<file path="src/rtl/hazard_ctrl.sv">
`default_nettype none
// ============================================================================
// Module   : hazard_ctrl
// Purpose  : Load-use stall, taken-branch flush and memory-freeze sequencing
//            for a 5-stage MIPS pipeline, with stall/flush statistics and a
//            freeze watchdog.
// Revision : 1.0
// ============================================================================
module hazard_ctrl #(
    parameter int CNT_W      = 16,
    parameter int FREEZE_MAX = 64
) (
    input  logic             clk,
    input  logic             rst,
    input  logic [31:0]      ifid_instr,
    input  logic             idex_memread,
    input  logic [4:0]       idex_rt,
    input  logic             exmem_branch_taken,
    input  logic             mem_busy,
    output logic             pc_write,
    output logic             ifid_write,
    output logic             pipe_hold,
    output logic             ctl_bubble,
    output logic             flush_ifid,
    output logic             flush_idex,
    output logic             flush_exmem,
    output logic [1:0]       state,
    output logic [CNT_W-1:0] stall_count,
    output logic [CNT_W-1:0] flush_count,
    output logic             freeze_timeout
);

    localparam logic [1:0] c_RUN    = 2'd0;
    localparam logic [1:0] c_STALL  = 2'd1;
    localparam logic [1:0] c_FLUSH  = 2'd2;
    localparam logic [1:0] c_FREEZE = 2'd3;

    localparam int               c_FW       = $clog2(FREEZE_MAX + 1);
    localparam logic [c_FW-1:0]  c_FRZ_MAX  = c_FW'(FREEZE_MAX);
    localparam logic [CNT_W-1:0] c_CNT_MAX  = '1;

    logic [5:0]       w_op;
    logic [4:0]       w_rs;
    logic [4:0]       w_rt;
    logic             w_rt_is_src;
    logic             w_lu;
    logic [1:0]       w_next_state;
    logic [1:0]       r_state;
    logic [CNT_W-1:0] r_stall_cnt;
    logic [CNT_W-1:0] r_flush_cnt;
    logic [c_FW-1:0]  r_frz_cnt;
    logic             r_timeout;

    assign w_op = ifid_instr[31:26];
    assign w_rs = ifid_instr[25:21];
    assign w_rt = ifid_instr[20:16];

    // rt is read only by R-type, beq, bne and sw; elsewhere it is a destination
    always_comb begin
        w_rt_is_src = 1'b0;
        case (w_op)
            6'h00, 6'h04, 6'h05, 6'h2B: w_rt_is_src = 1'b1;
            default:                    w_rt_is_src = 1'b0;
        endcase
    end

    assign w_lu = idex_memread && (idex_rt != 5'd0) &&
                  ((idex_rt == w_rs) || ((idex_rt == w_rt) && w_rt_is_src));

    always_comb begin
        pc_write     = 1'b1;
        ifid_write   = 1'b1;
        pipe_hold    = 1'b0;
        ctl_bubble   = 1'b0;
        flush_ifid   = 1'b0;
        flush_idex   = 1'b0;
        flush_exmem  = 1'b0;
        w_next_state = c_RUN;
        if (rst) begin
            pc_write   = 1'b0;
            ifid_write = 1'b0;
            ctl_bubble = 1'b1;
        end else if (mem_busy) begin
            pc_write     = 1'b0;
            ifid_write   = 1'b0;
            pipe_hold    = 1'b1;
            w_next_state = c_FREEZE;
        end else if (exmem_branch_taken) begin
            flush_ifid   = 1'b1;
            flush_idex   = 1'b1;
            flush_exmem  = 1'b1;
            w_next_state = c_FLUSH;
        end else if (w_lu) begin
            pc_write     = 1'b0;
            ifid_write   = 1'b0;
            ctl_bubble   = 1'b1;
            w_next_state = c_STALL;
        end
    end

    always_ff @(posedge clk) begin
        if (rst) begin
            r_state     <= c_RUN;
            r_stall_cnt <= '0;
            r_flush_cnt <= '0;
            r_frz_cnt   <= '0;
            r_timeout   <= 1'b0;
        end else begin
            r_state <= w_next_state;
            if (mem_busy) begin
                // Count parks at FREEZE_MAX; the next busy cycle would exceed it
                if (r_frz_cnt == c_FRZ_MAX)
                    r_timeout <= 1'b1;
                else
                    r_frz_cnt <= r_frz_cnt + c_FW'(1);
            end else begin
                r_frz_cnt <= '0;
            end
            if (w_next_state == c_FLUSH && r_flush_cnt != c_CNT_MAX)
                r_flush_cnt <= r_flush_cnt + CNT_W'(1);
            if (w_next_state == c_STALL && r_stall_cnt != c_CNT_MAX)
                r_stall_cnt <= r_stall_cnt + CNT_W'(1);
        end
    end

    assign state          = r_state;
    assign stall_count    = r_stall_cnt;
    assign flush_count    = r_flush_cnt;
    assign freeze_timeout = r_timeout;

endmodule
`default_nettype wire

</file>
<file path="config.mk">
export PLATFORM = sky130hd
export DESIGN_NAME = hazard_ctrl
export DESIGN_NICKNAME = d
export VERILOG_FILES = /design/src/rtl/hazard_ctrl.sv
export SDC_FILE = /design/constraint.sdc
export NUM_CORES = 1
export LEC_CHECK = 0
export CAP_MARGIN = 25
export CORE_ASPECT_RATIO = 1.25
export CORE_MARGIN = 4
export CORE_UTILIZATION = 34
export DETAILED_ROUTE_END_ITERATION = 8
export MAX_ROUTING_LAYER = met4
export PLACE_DENSITY = 0.63
export SLEW_MARGIN = 30
export SYNTH_ARGS = -nofsm -noshare
export SYNTH_HDL_FRONTEND = slang
export SYNTH_SLANG_ARGS = --single-unit
</file>
<file path="constraint.sdc">
create_clock -name clk -period 2.5 [get_ports clk]
set_clock_uncertainty 0.05 [all_clocks]
set_input_delay 0.5 -clock clk [delete_from_list [all_inputs] [get_ports clk]]
set_output_delay 0.5 -clock clk [all_outputs]
set_load 0.02 [all_outputs]
</file>
# Word level (Yosys, flattened, before mapping)
# Cells that the tools add are included.
dict set report classes {
  add_sub_neg 3
  n_eq_ne 10
  muxes 18
  bitwise 1
  reduce_logical 11
}
# cell n
set ops {}
lappend ops {{$add 16x1->16 const B} 2}
lappend ops {{$ne 16x16->1 const B} 2}
lappend ops {{$mux 1} 15}
lappend ops {{$eq 6x3->1 const B} 2}
lappend ops {{$eq 5x5->1} 2}
lappend ops {{$add 7x1->7 const B} 1}
lappend ops {{$eq 7x7->1 const B} 1}
lappend ops {{$eq 6x6->1 const B} 1}
lappend ops {{$logic_not 6->1} 1}
lappend ops {{$mux 2} 3}
lappend ops {{$logic_and 1x1->1} 5}
lappend ops {{$reduce_bool 5->1} 1}
lappend ops {{$reduce_or 4->1} 1}
lappend ops {{$eq 2x1->1 const B} 1}
lappend ops {{$eq 2x2->1 const B} 1}
lappend ops {{$reduce_and 2->1} 1}
lappend ops {{$reduce_or 2->1} 1}
lappend ops {{$logic_or 1x1->1} 1}
lappend ops {{$not 1->1} 1}
dict set report totals {
  reg_bits 42
  input_bits 42
  out_inout_bits 42
  word_cells 48
}

# Depth between registers and ports, before layout
# Gate-level depths: netlist of run 1.
dict set report depth {
  depth_word 12
  mapped_depth 8
  ltp_nobuf 7
}

# Least setup slack after synthesis of run 1
# Ideal clock, no wire load.
dict set report synth_timing {
  path_kind {input-to-output}
  start {input port idex_rt[1]}
  end {output port pc_write}
  t_arrival_ns 2.539
  t_required_ns 1.950
  setup_slack_ns -0.589
  cell_stages 5
  path_buffers 1
  path_cell_list {or4_1 o21ai_0 nor4_1 nor4_1 buf_4}
}
dict set report synth_between {
  elab_chain_len 8
  word_cells_on_any_way 11
  cone_classes {2 x eq/ne; 4 x mux; 5 x reduce/logical}
}
# element line
set synth_lines {}
lappend synth_lines {{start: declaration} 17} ;# input logic [4:0] idex_rt,
lappend synth_lines {{$eq 5x5->1} 68} ;# ((idex_rt == w_rs) || ((idex_rt == w_rt) && w_rt_is_src));
lappend synth_lines {{$logic_and 1x1->1} 68}
lappend synth_lines {{$logic_or 1x1->1} 68}
lappend synth_lines {{$logic_and 1x1->1 (*)} 67} ;# assign w_lu = idex_memread && (idex_rt != 5'd0) &&
lappend synth_lines {{$mux 1 (*) (4 in series)} --}
lappend synth_lines {{end: declaration} 20} ;# output logic pc_write,
# Mark *: on every way between the ends. The rest lies on a longest branch, timed or not.

# Worst setup path after layout of run 1
dict set report layout_timing {
  start {input port idex_rt[1]}
  end {output port ifid_write}
}
dict set report layout_between {
  elab_chain_len 8
  word_cells_on_any_way 11
  cone_classes {2 x eq/ne; 4 x mux; 5 x reduce/logical}
}
# element line
set layout_lines {}
lappend layout_lines {{$eq 5x5->1} 68}
lappend layout_lines {{$logic_and 1x1->1} 68}
lappend layout_lines {{$logic_or 1x1->1} 68}
lappend layout_lines {{$logic_and 1x1->1 (*)} 67}
lappend layout_lines {{$mux 1 (*)} 93} ;# end else if (w_lu) begin
lappend layout_lines {{$mux 1 (*)} 88} ;# end else if (exmem_branch_taken) begin
lappend layout_lines {{$mux 1 (*)} 83} ;# end else if (mem_busy) begin
lappend layout_lines {{$mux 1 (*)} 79} ;# if (rst) begin
lappend layout_lines {{end: declaration} 21} ;# output logic ifid_write,
# Marks and branches as above.

==> results of run 1 <==
## flip-flops by register name, summed over array words and instances (netlist names)
register	flops
flush_count	16
freeze_timeout	1
r_frz_cnt	7
stall_count	16
state	2
## per-stage QoR
stage,worst slack (ns),cells,util
2_1_floorplan,-0.0730,263,-
3_3_place_gp,-0.867,420,0.495
3_5_place_dp,-0.891,420,0.495
4_1_cts,-0.0948,430,0.523
5_1_grt,-0.105,431,0.528
6_report,-0.0279,431,0.528
## path summary, 6_finish.rpt
path                  startpoint             end  slack (ns)  cells past startpoint
hold / removal    freeze_timeout  freeze_timeout        0.45                      2
setup reg to reg  flush_count[0]  flush_count[3]        0.39                      8
hold reg to reg   freeze_timeout  freeze_timeout        0.45                      2
setup / recovery      idex_rt[1]      ifid_write       -0.03                      8
## power groups by stage
stage               sequential [µW]  combinational (µW)  clock [µW]
detailed placement              694                 158           0
finish                          678                 161         530
global route                    679                 174         577
CTS                             678                 161         547
global placement                693                 157           0
floorplan                       697                67.2           0
## synthesized netlist by cell type (all sizes together)
master / number
a2111oi: 1
or3: 8
a21oi: 16
o31a: 2
nand3b: 1
nor4b: 3
inv: 9
nor2: 31
and4: 3
o21ai: 9
mux2i: 1
xor2: 12
xnor2: 17
or4: 12
o31ai: 6
nand4: 10
and2: 1
nor3b: 2
nand2b: 2
nor3: 3
o21ba: 1
nor2b: 6
buf: 8
o41ai: 1
or4b: 1
clkbuf: 6
mux2: 3
nand3: 17
o21bai: 1
nand2: 16
ha: 4
nor4: 6
and3: 2
dfxtp: 42
## critical path, delay by kind of cell
family	cells	cell delay (ns)
compound gates	2	0.23
simple gates	2	0.68
buf+inv	4	0.56
## kinds of logic (layout without fill, tap and decap cells)
family / count (synthesis) / in the layout / share of synthesized area
mux: 4 / 4 / 0.0198
buf+inv: 23 / 106 / 0.0486
simple gates: 124 / 124 / 0.306
flops: 42 / 42 / 0.380
compound gates: 37 / 37 / 0.109
fa+ha+maj: 4 / 4 / 0.0226
xor+xnor: 29 / 29 / 0.115
## final cells by class
class | count | area, µm² | share of cell area
Multi-Input combinational cell | 198 | 1370 | 0.416
Clock inverter | 3 | 40.0 | 0.0121
Inverter | 9 | 33.8 | 0.0102
Timing Repair Buffer | 89 | 837 | 0.254
Tap cell | 85 | 106 | 0.0322
Sequential cell | 42 | 841 | 0.255
Clock buffer | 5 | 68.8 | 0.0209
## layer usage
| layer | part of all wire | routed length [µm] | vias to the layer above |
|---|---|---|---|
| li1 | - | - | 1097 |
| met1 | 0.43 | 2470 | 1000 |
| met2 | 0.50 | 2870 | 54 |
| met3 | 0.049 | 279 | 9 |
| met4 | 0.015 | 83 | 0 |
| met5 | 0 | 0 | - |
## timing repair
action / 4_1_cts / 5_1_grt
gates resized for setup: 68 / 10
gates cloned: 0 / 0
hold buffers: 0 / 0
buffers inserted: 2 / 1
endpoints found under the setup margin: 23 / 13
pin swaps: 8 / 8
==> impl_metrics.json, run 1 <==
{
  "port_buffers": 67,
  "rsz0062_at_grt": "true",
  "wl_per_cell_um": 13.2,
  "final_common_cell": "clkdlybuf4s50_1",
  "start_util": 0.355,
  "p_seq_frac": 0.495,
  "root_buffer": "clkbuf_8",
  "antenna_found_initial": 0,
  "synth_area_um2": 2210,
  "fillers": 625,
  "cp.arrival_ns": 1.98,
  "synth_top_area_frac": 0.380,
  "place_congestion": 0.795,
  "start_kind": "input pin",
  "grt_util_met3": 0.0332,
  "max_stage_delay_ns": 0.53,
  "routed_wl_um": 5710,
  "diodes": 0,
  "p_switching_uw": 316,
  "drtAntennaViolNets": 0,
  "viasPerCell": 5.01,
  "final_cell_mix": "clkdlybuf4s50_1 (44), dfxtp_1 (42), nor2_1 (30), buf_4 (22)",
  "cp_max_fo": 3,
  "fp.dieW_um": 80.2,
  "crit_slowest_cell": "or4_4",
  "grt_usage": 0.153,
  "cts.clk_slew.worst_paths_ns": 0.07,
  "place_hpwl_um": 4210,
  "cts_buffer_depth": 2,
  "hp-class": "reg2reg",
  "p_comb_frac": 0.118,
  "whs_ns": 0.447,
  "num_vias": 2160,
  "io_pins": 84,
  "worstPathCellList": "buf_8 -> or4_4 -> o21ai_4 -> buf_6 -> a2111oi_4 -> buf_4 -> nor4_4 -> buf_4",
  "die-area_um2": 7880,
  "grt_pass1_vias": 2084,
  "core.rowCount": 32,
  "synth_warnings": 0,
  "grt_pass1_wl_um": 9600,
  "drt_iter0_markers": 68,
  "swShare": 0.231,
  "p_total_uw": 1370,
  "synthDistinctLibCells": 40,
  "numCtsBuffers": 5,
  "synthTopCellsByArea": "dfxtp_1 (38%), xnor2_1 (6.7%), nor2_1 (5.1%)",
  "ys_ff_latch": 42,
  "gr-usage-met1": 0.186,
  "post_dp_cell_area_um2": 3090,
  "period_share": 1.01,
  "p_int_uw": 1050,
  "cts_tree": "yes",
  "cap_violations": 0,
  "cp-end-kind": "output port",
  "status": "finished, violations left",
  "finalHoldViolations": 0,
  "die_y_um": 98.2,
  "area_growth_syn_to_layout_pct": 49.0,
  "slew-limit-headroom": 0.763,
  "clk_latency_ns": 0.29,
  "critPathRequiredTime_ns": 1.95,
  "p_leak_uw": 0.00119,
  "fin_nets": 391,
  "fin_ws_ns": -0.0279,
  "tightest_slew_ns": 0.351,
  "fin_crit_ns": 2.53,
  "synth_seq_area_share": 0.380,
  "drive_above_1_share": 0.162,
  "finalMaxSlewViolations": 0,
  "criticalPathCategory": "in2out",
  "syn_nets": 309,
  "synth_top_cell_by_area": "dfxtp_1",
  "grt.busiest_layer": "met2",
  "syn_inst": 263,
  "finalSetupViolations": 3,
  "fmax_mhz": 396,
  "grt_start_max_net_pins": 36,
  "drc": 0,
  "use_met2": 0.249,
  "p_clk_frac": 0.387,
  "overflow": 0,
  "first_pass_iters": 5,
  "violations": "setup timing",
  "peakVddDrop_mv": 0.261,
  "crit_top_cell": "buf_4",
  "coreArea_um2": 6250,
  "finalSetupTns_ns": -0.0683,
  "stdcell_area_um2": 3300,
  "cts_sinks": 42,
  "htreeDepth": 2,
  "pwr_density_cell_nw_per_um2": 415,
  "syn_avg_cell_area_um2": 8.42
}
Note: power is estimated with default switching activity, not from simulation.
==> run 2, diff against run 1 <==
- PLACE_DENSITY: 0.63 -> 0.6
- RECOVER_POWER: default -> 100
- clock period: 2.5 -> 2.7 ns (I/O delays scaled with it)
==> impl_metrics.json, run 2 (same netlist as run 1, synthesis figures left out) <==
{
  "cts_sinks": 42,
  "fillers": 634,
  "cts.clk_slew.worst_paths_ns": 0.08,
  "cts_buffer_depth": 2,
  "die-area_um2": 7880,
  "cp.arrival_ns": 2.04,
  "finalMaxSlewViolations": 0,
  "drive_above_1_share": 0.120,
  "drc": 0,
  "drtAntennaViolNets": 0,
  "cap_violations": 0,
  "p_leak_uw": 0.00122,
  "port_buffers": 67,
  "place_hpwl_um": 4220,
  "status": "completed",
  "htreeDepth": 2,
  "whs_ns": 0.420,
  "drt_iter0_markers": 100,
  "viasPerCell": 4.96,
  "start_util": 0.355,
  "die_y_um": 98.2,
  "grt_pass1_vias": 1965,
  "period_share": 0.974,
  "diodes": 0,
  "final_common_cell": "dfxtp_1",
  "coreArea_um2": 6250,
  "io_pins": 84,
  "routed_wl_um": 5630,
  "criticalPathCategory": "in2out",
  "hp-class": "reg2reg",
  "antenna_found_initial": 0,
  "place_congestion": 0.788,
  "rsz0062_at_grt": "true",
  "max_stage_delay_ns": 0.52,
  "first_pass_iters": 4,
  "core.rowCount": 32,
  "start_kind": "input pin",
  "root_buffer": "clkbuf_8",
  "critPathRequiredTime_ns": 2.11,
  "p_total_uw": 1250,
  "clk_latency_ns": 0.29,
  "finalSetupViolations": 0,
  "tightest_slew_ns": 1.10,
  "final_cell_mix": "dfxtp_1 (42), dlygate4sd3_1 (35), nor2_1 (30), nand3_1 (17)",
  "finalHoldViolations": 0,
  "area_growth_syn_to_layout_pct": 42.3,
  "num_vias": 2123,
  "fin_ws_ns": 0.0689,
  "cpLargestDelayFamily": "simple AND/OR/NAND/NOR gates",
  "grt_pass1_wl_um": 9360,
  "fp.dieW_um": 80.2,
  "fin_nets": 388,
  "cp_max_fo": 3,
  "crit_buf_inv": 2,
  "crit_slowest_cell": "or4_4",
  "grt_usage": 0.151,
  "grt_start_max_net_pins": 30,
  "cts_tree": "yes",
  "overflow": 0,
  "worstPathCellList": "dlygate4sd2_1 -> or4_4 -> a2111oi_4 -> nor2_2 -> o21bai_2 -> buf_6",
  "slew-limit-headroom": 0.268,
  "pwr_density_cell_nw_per_um2": 395,
  "fin_crit_ns": 2.63,
  "place_ws_ns": -0.673,
  "holdBufCountCts": 0,
  "wl_per_cell_um": 13.2,
  "numCtsBuffers": 5,
  "fmax_mhz": 380,
  "fin_util": 0.504,
  "peakVddDrop_mv": 0.197,
  "cp-end-kind": "output port"
}
run 2: worst paths after layout:
check | endpoint | slack [ns] | cells after the start | startpoint
worst max-delay path | ctl_bubble | 0.07 | 6 | ifid_instr[29]
worst min-delay path | freeze_timeout | 0.42 | 2 | freeze_timeout
worst max register to register | flush_count[9] | 0.47 | 8 | flush_count[0]
worst min register to register | freeze_timeout | 0.42 | 2 | freeze_timeout
run 2: repair_timing:
action                                  4_1_cts  5_1_grt
resized for setup                            39       13
setup buffers                                 0        0
pin swaps                                     8       11
endpoints found under the setup margin       16        5
run 2: through the flow:
stage	instances	instance area (µm²)	TNS, ns
after floorplan	263	2220	-0.143
after global placement	420	3070	-6.59
after detailed placement	420	3070	-7.01
after CTS	428	3170	0
after global routing	428	3150	-0.0241
final	428	3150	0
run 2: layout make-up:
class | instances | area (µm²) | share of cell area
multi-input cells | 198 | 1310 | 0.414
inverters | 9 | 33.8 | 0.0107
flip-flops and latches | 42 | 841 | 0.267
well taps | 85 | 106 | 0.0338
repair buffers | 86 | 758 | 0.241
clock inverters | 1 | 30.0 | 0.00953
clock buffers | 7 | 76.3 | 0.0242
run 2: per-layer routing:
| metal | global-route usage | up-vias | share of wire |
|---|---|---|---|
| met2 | 0.257 | 36 | 0.54 |
| met5 | - | - | 0 |
| met3 | 0.0314 | 5 | 0.026 |
| li1 | - | 1087 | - |
| met4 | 0.0390 | 0 | 0.012 |
| met1 | 0.179 | 995 | 0.42 |
run 2: tightest hold or removal path, stage by stage, from the launching register on:
cell and delay, ns:
dfxtp_1 0.32, a21oi_1 0.04, nor2_1 0.07
run 2: power by group:
part	total, µW	switching, µW	internal [µW]
sequential	627	4.06	623
clock	484	208	277
combinational	134	65.1	69.1
